## src/rtl/tc_timer_pkg.sv

```systemverilog
// Shared constants for tc_timer: register offsets, FSM state codes, mode codes
// and CTRL bit layout.
package tc_timer_pkg;

  // Word offsets, i.e. Addr[3:2]
  localparam logic [1:0] offCtrl   = 2'd0;
  localparam logic [1:0] offPreset = 2'd1;
  localparam logic [1:0] offCount  = 2'd2;
  localparam logic [1:0] offRsvd   = 2'd3;

  localparam logic [1:0] stIdle = 2'd0;
  localparam logic [1:0] stLoad = 2'd1;
  localparam logic [1:0] stCnt  = 2'd2;
  localparam logic [1:0] stInt  = 2'd3;

  localparam logic [1:0] modeOneShot = 2'b00;
  localparam logic [1:0] modeAuto    = 2'b01;

  localparam int ctrlEnBit   = 0;
  localparam int ctrlModeLsb = 1;
  localparam int ctrlModeMsb = 2;
  localparam int ctrlImBit   = 3;

  // Packed so that the field order matches the CTRL bit layout above.
  typedef struct packed {
    logic       im;
    logic [1:0] mode;
    logic       en;
  } tcCtrlT;

  function automatic logic [31:0] ctrlReadback(input tcCtrlT c);
    return {28'd0, c};
  endfunction

endpackage

```

## src/rtl/tc_timer.sv

```systemverilog
// Memory-mapped down-counter timer with level interrupt.
// Optional auto-reload mode is built only when TC_AUTORELOAD_EN is defined.
module tc_timer
  import tc_timer_pkg::*;
#(
  parameter logic [31:0] BASE_ADDR = 32'h0000_7f00
) (
  input  logic        clk,
  input  logic        reset_n,
  input  logic [31:0] Addr,
  input  logic [31:0] WD,
  input  logic [3:0]  ByteEn,
  output logic [31:0] RD,
  output logic        IRQ
);

  tcCtrlT      ctrlReg;
  logic [31:0] presetReg;
  logic [31:0] countReg;
  logic [31:0] countNext;
  logic [1:0]  stateReg;
  logic [1:0]  stateNext;
  logic        pendReg;
  logic        pendSet;
  logic        pendClr;
  logic        enClr;
  logic        reloadMode;

  logic        sel;
  logic        wrEn;
  logic        ctrlWr;
  logic        presetWr;
  logic        unusedAddrBits;

  assign unusedAddrBits = ^Addr[1:0];

  assign sel      = (Addr[31:4] == BASE_ADDR[31:4]);
  assign wrEn     = sel && (ByteEn == 4'b1111);
  assign ctrlWr   = wrEn && (Addr[3:2] == offCtrl);
  assign presetWr = wrEn && (Addr[3:2] == offPreset);

`ifdef TC_AUTORELOAD_EN
  assign reloadMode = (ctrlReg.mode == modeAuto);
`else
  assign reloadMode = 1'b0;
`endif

  always_comb begin
    stateNext = stateReg;
    countNext = countReg;
    pendSet   = 1'b0;
    pendClr   = 1'b0;
    enClr     = 1'b0;
    case (stateReg)
      stIdle: begin
        if (ctrlReg.en) stateNext = stLoad;
      end
      stLoad: begin
        countNext = presetReg;
        stateNext = stCnt;
      end
      stCnt: begin
        if (!ctrlReg.en) begin
          stateNext = stIdle;
        end else if (countReg <= 32'd1) begin
          countNext = 32'd0;
          stateNext = stInt;
          pendSet   = 1'b1;
        end else begin
          countNext = countReg - 32'd1;
        end
      end
      stInt: begin
        if (reloadMode) begin
          pendClr   = 1'b1;
          stateNext = stLoad;
        end else begin
          enClr     = 1'b1;
          stateNext = stIdle;
        end
      end
      default: stateNext = stIdle;
    endcase
  end

  always_ff @(posedge clk or negedge reset_n) begin
    if (!reset_n) begin
      ctrlReg   <= '0;
      presetReg <= '0;
      countReg  <= '0;
      stateReg  <= stIdle;
      pendReg   <= 1'b0;
    end else begin
      stateReg <= stateNext;
      countReg <= countNext;
      // A software CTRL write overrides the hardware one-shot EN clear.
      if (ctrlWr)     ctrlReg    <= WD[3:0];
      else if (enClr) ctrlReg.en <= 1'b0;
      if (presetWr) presetReg <= WD;
      // An expiry in the same cycle as a CTRL write keeps the interrupt.
      if (pendSet)                 pendReg <= 1'b1;
      else if (ctrlWr || pendClr)  pendReg <= 1'b0;
    end
  end

  always_comb begin
    RD = 32'd0;
    if (sel) begin
      case (Addr[3:2])
        offCtrl:   RD = ctrlReadback(ctrlReg);
        offPreset: RD = presetReg;
        offCount:  RD = countReg;
        default:   RD = 32'd0;
      endcase
    end
  end

  assign IRQ = pendReg & ctrlReg.im;

endmodule
```

## config.mk

```make
export PLATFORM = sky130hd
export DESIGN_NAME = tc_timer
export DESIGN_NICKNAME = d
export VERILOG_FILES = /design/src/rtl/tc_timer_pkg.sv /design/src/rtl/tc_timer.sv
export SDC_FILE = /design/constraint.sdc
export NUM_CORES = 1
export LEC_CHECK = 0
export BUFFER_PORTS_ARGS = -buffer_cell sky130_fd_sc_hd__clkbuf_2
export CORE_MARGIN = 5
export CORE_UTILIZATION = 49
export DETAILED_ROUTE_END_ITERATION = 6
export GPL_TIMING_DRIVEN = 0
export PLACE_DENSITY = 0.82
export SETUP_SLACK_MARGIN = 0.15
export SYNTH_ARGS = -nofsm -noshare
export SYNTH_HDL_FRONTEND = slang
export SYNTH_SLANG_ARGS = --single-unit
```

## constraint.sdc

```tcl
create_clock -name clk -period 3.65 [get_ports clk]
set_input_delay 1.095 -clock clk [delete_from_list [all_inputs] [get_ports clk]]
set_output_delay 1.095 -clock clk [all_outputs]
set_load 0.005 [all_outputs]
```

# Yosys cells after proc, flatten, opt, wreduce, memory -nomap -nowiden
# Index checks and enable logic that the tools add are counted.
dict set report op_classes {
  n_bitwise 1
  add_sub_neg 1
  eq_ne 10
  n_reduce_logical 10
  mux 17
  n_lt_le_gt_ge 1
}
# op n
set ops {}
lappend ops {{2-to-1 mux 32 bit} 3}
lappend ops {{case mux 32 bit (3 select lines)} 1}
lappend ops {{case mux 32 bit (2 select lines)} 1}
lappend ops {{less-or-equal comparator 32 x 1 -> 1 bit (second input constant)} 1}
lappend ops {{subtractor 32 x 1 -> 32 bit (second input constant)} 1}
lappend ops {{== test 28 x 11 -> 1 bit (second input constant)} 1}
lappend ops {{2-to-1 mux 1 bit} 8}
lappend ops {{case mux 2 bit (4 select lines)} 1}
lappend ops {{== test 2 bit (second input constant)} 3}
lappend ops {{2-to-1 mux 2 bit} 3}
lappend ops {{nonzero test 2 bit} 3}
lappend ops {{== test 2 x 1 -> 1 bit (second input constant)} 2}
lappend ops {{== test 4 bit (second input constant)} 1}
lappend ops {{zero test 2 bit} 2}
lappend ops {{!= test 2 bit (second input constant)} 2}
lappend ops {{AND reduction 2 bit} 2}
lappend ops {{logical AND 1 bit} 3}
lappend ops {{!= test 3 bit (second input constant)} 1}
lappend ops {{AND 1 bit} 1}
dict set report totals {
  output_inout_bits 33
  word_cells 47
  register_bits 71
  input_bits 70
}

# Longest topological paths before layout
dict set report depth {
  word_depth 5
  ltp_mapped 9
  mapped_depth_nobuf 7
}

# Worst setup path after synthesis
# No wires, ideal clock.
dict set report synth_timing {
  kind {input-to-output}
  from {input port Addr[5]}
  to {output port RD[10]}
  slack_ns -0.051
  cell_stages 5
  n_path_buf 2
  arrival_time_ns 2.606
  t_required_ns 2.555
  path_cell_list {or4b_1 -> or4_1 -> clkbuf_1 -> clkbuf_1 -> nor2_1}
}
dict set report synth_between {
  elab_chain_cells 2
}
# item line_no
set synth_rtl {}
lappend synth_rtl {{from (decl)} tc_timer.sv:10} ;# input logic [31:0] Addr,
lappend synth_rtl {{== test 28 x 11 -> 1 bit} tc_timer.sv:37} ;# assign sel = (Addr[31:4] == BASE_ADDR[31:4]);
lappend synth_rtl {{2-to-1 mux 32 bit} tc_timer.sv:108} ;# if (sel) begin
lappend synth_rtl {{to (decl)} tc_timer.sv:13} ;# output logic [31:0] RD,
# No other way between the ends.

# Worst setup path in the final report
dict set report layout_timing {
  from {input port Addr[28]}
  to {output port RD[18]}
}
# Same word-level chain as after synthesis.

==> out/results.tsv <==
stage	metric	value	unit
hold_path	hold_start	presetReg[27]	
power	vdd_ir_drop_max	0.219	mV
yosys	synthAdderAreaFrac	0.00588	
global_route	grt_pass1_wl	22.9	mm
global_route	grt_overflow	0	
setup_path	cpMostUsedCell	clkbuf_16	
global_route	antenna_found_initial	0	
yosys	netlist_area	4260	µm²
setup_path	r2r_cells	5	
yosys	synth_compound_area_frac	0.178	
hold_path	holdPathEnd	countReg[27]	
yosys	synthMuxAreaShare	0.105	
die	fp.dieW	103	µm
timing	grt_setup_unrepaired	true	
run_status	violations	negative setup slack	
power	power	1.48	mW
yosys	yosysWarnings	0	
yosys	synthFlopType	dfrtp_1	
cts	clk_pin_slew	0.07	ns
timing	finalWorstSetupSlack	-0.205	ns
place	dp_hpwl	10.0	mm
final_layout	fill_cells	716	
setup_path	required	2.55	ns
hold_path	hold_depth	2	
setup_path	startpoint_type	input port	
yosys	synth_common_cells	71 x dfrtp_1, 52 x nor2_1, 37 x a22oi_1	
cts	h-tree-depth	3	
die	coreArea	8590	µm²
setup_path	path_max_fanout	5	
timing	setup_viol	31	
route	via_per_inst	6.43	
timing	period_needed	3.86	ns
die	start_util	0.495	
yosys	postSynthNetCount	538	
cts	cts_tree	yes	
timing	tightest_slew	0.816	ns
setup_path	worstSetupEndpointType	output port	
yosys	synth_top_area_frac	0.418	
global_route	grt_max_degree	63	
route	drt_iter0_markers	402	
timing	slew_headroom	0.455	
yosys	yosys.area_share.simple	0.251	
cts	cts_hold_buf	0	
yosys	yosysUniqueCellTypes	50	
setup_path	reg2reg_slack	0.70	ns
route	ant_nets	0	
cts	cts_buffer_depth	2	
final_layout	drive_gt1_frac	0.363	
timing	whs	0.524	ns
yosys	ys_ff_latch	71	
yosys	synth_top_family_by_area	simple AND/OR/NAND/NOR gates	
setup_path	rr_endpoint	countReg[9]	
power	p_leak	2.54	nW
setup_path	slowest_delay	0.57	ns
setup_path	critPathBufInv	4	
hold_path	hp-class	reg2reg	
die	pin_count	103	
cts	cts_root_buf	clkbuf_8	
die	rows	34	
place	post-place-cells	674	
yosys	yosysTopAreaCell	dfrtp_1	
place	pre_cts_slack	-0.426	ns
final_layout	regArea	1780	µm²
yosys	yosysMostFrequentCell	dfrtp_1	
route	drcViolationCount	0	
cts	clk_latency	0.35	ns
yosys	synth-xor-area-share	0	
global_route	gr-usage-all-layers	0.280	
setup_path	critPathArrivalTime	2.76	ns
route	first_pass_iters	5	
route	routed-via-count	4462	
yosys	synth-async-reset-ratio	1.00	
cts	numCtsBuffers	9	
yosys	synth_area_leaders	dfrtp_1 42%, mux2_2 9.3%, a22oi_1 6.5%	
die	die_y	103	µm
global_route	grt_pass1_vias	4395	
timing	fmaxAchievable	259	MHz
yosys	synth-edff-count	0	
cts	cts_sinks	71	
route	wl_per_cell	21.5	µm
timing	hold_violations	0	
final_layout	multiInputGateArea	2580	µm²
power	power_density	265	nW/µm²
setup_path	crit_chain	buf_6 > nor4_4 > nand3_1 > or4_4 > clkbuf_16 > clkbuf_16 > nor2_4 > clkbuf_2	
place	port_buffers	99	
timing	fin_crit_sh	1.06	
yosys	postSynthAreaPerCell	9.13	µm²
timing	finClkSkew	0.00554	ns
route	routed_wl	14.9	mm
final_layout	layout.nets	655	
setup_path	path_class	in2out	
setup_path	rr_startpoint	countReg[14]	
final_layout	antennaDiodeCount	0	
yosys	synth_seq_area_share	0.418	
run_status	status	complete, but fails checks	
die	dieArea	10600	µm²
final_layout	final_util	0.650	
yosys	synthCells	466	
setup_path	cpMaxStageDelayCell	or4_4	
timing	drv_slew	0	
flow_run	cap_violations	0	
place	gp_congestion	0.928	
final_layout	area_growth	31.3	%
final_layout	fin_cells	694	
setup_path	crit_family	simple AND/OR/NAND/NOR gates	
-- metal layers --
layer	global-route usage	up-vias	part of all wire
met5	0	-	0
li1	-	2009	-
met2	0.451	236	0.48
met1	0.378	2175	0.40
met3	0.0469	42	0.086
met4	0.110	0	0.030
-- report_power, final --
| part | switching [mW] | internal [mW] | total (mW) | leakage, nW |
|---|---|---|---|---|
| Combinational | 0.0506 | 0.0400 | 0.0906 | 1.46 |
| Sequential | 0.00000000354 | 0.786 | 0.786 | 0.987 |
| Clock | 0.287 | 0.315 | 0.601 | 0.0946 |
-- timing repair --
item | 4_1_cts | 5_1_grt
setup buffers | 0 | 2
cloned | 3 | 1
pin swaps | 1 | 7
endpoints found under the setup margin | 32 | 32
endpoints found under the hold margin | 0 | 0
resized for setup | 7 | 26
-- cells in the final DEF (no fill, tap or decap), drive strengths merged, types with 6 or more instances in the layout --
cell type and n:
nand3 18, nor3 13, and3 6, nor2 52, nor4 13, nand4 21, nand2 28, dfrtp 71
o211ai 20, or4 10, a21oi 13, o21ai 10, buf 25, inv 10, a22oi 37, clkbuf 133
mux2 36, a31oi 11, or3 10
-- registers in the layout (all words and copies together), names as in the netlist --
register   flops
presetReg     32
countReg      32
stateReg       2
ctrlReg        4
pendReg        1
-- final cells by class --
type / instances / area share
buffer: 38 / 0.0426
clock buffer: 14 / 0.0327
sequential: 71 / 0.318
timing repair buffer: 106 / 0.114
tap: 108 / 0.0242
inverter: 10 / 0.00672
multi-input combinational: 347 / 0.462
-- worst register-to-register path, cell delays in order (launching register included) --
cell and delay [ns]:
dfrtp_1 0.45, or4_4 0.60, nor4_1 0.64, nand4_1 0.57
nand2_1 0.40, o211ai_1 0.15
-- logic make-up after synthesis --
| kind of cell | after synthesis |
|---|---|
| DFF | 71 |
| buffers and inverters | 48 |
| muxes | 40 |
| AOI/OAI and AO/OA | 109 |
| and+or+nand+nor | 196 |
| adders and majority gates | 2 |
-- metrics by stage --
stage,setup TNS [ns],instance area [µm²]
floorplan,0,4550
global placement,-8.64,5180
detailed placement,-9.48,5220
CTS,-4.20,5470
global route,-6.60,5590
finish,-5.25,5590
-- how the worst max path moves through the flow --
stage / startpoint / to / cells past startpoint
5_1_grt: Addr[28] / RD[29] / 8
2_1_floorplan: Addr[5] / RD[10] / 5
3_3_place_gp: Addr[3] / RD[25] / 7
3_5_place_dp: Addr[3] / RD[21] / 7
6_report: Addr[28] / RD[18] / 8
4_1_cts: Addr[17] / RD[14] / 8
(Power assumes the default switching activity.)
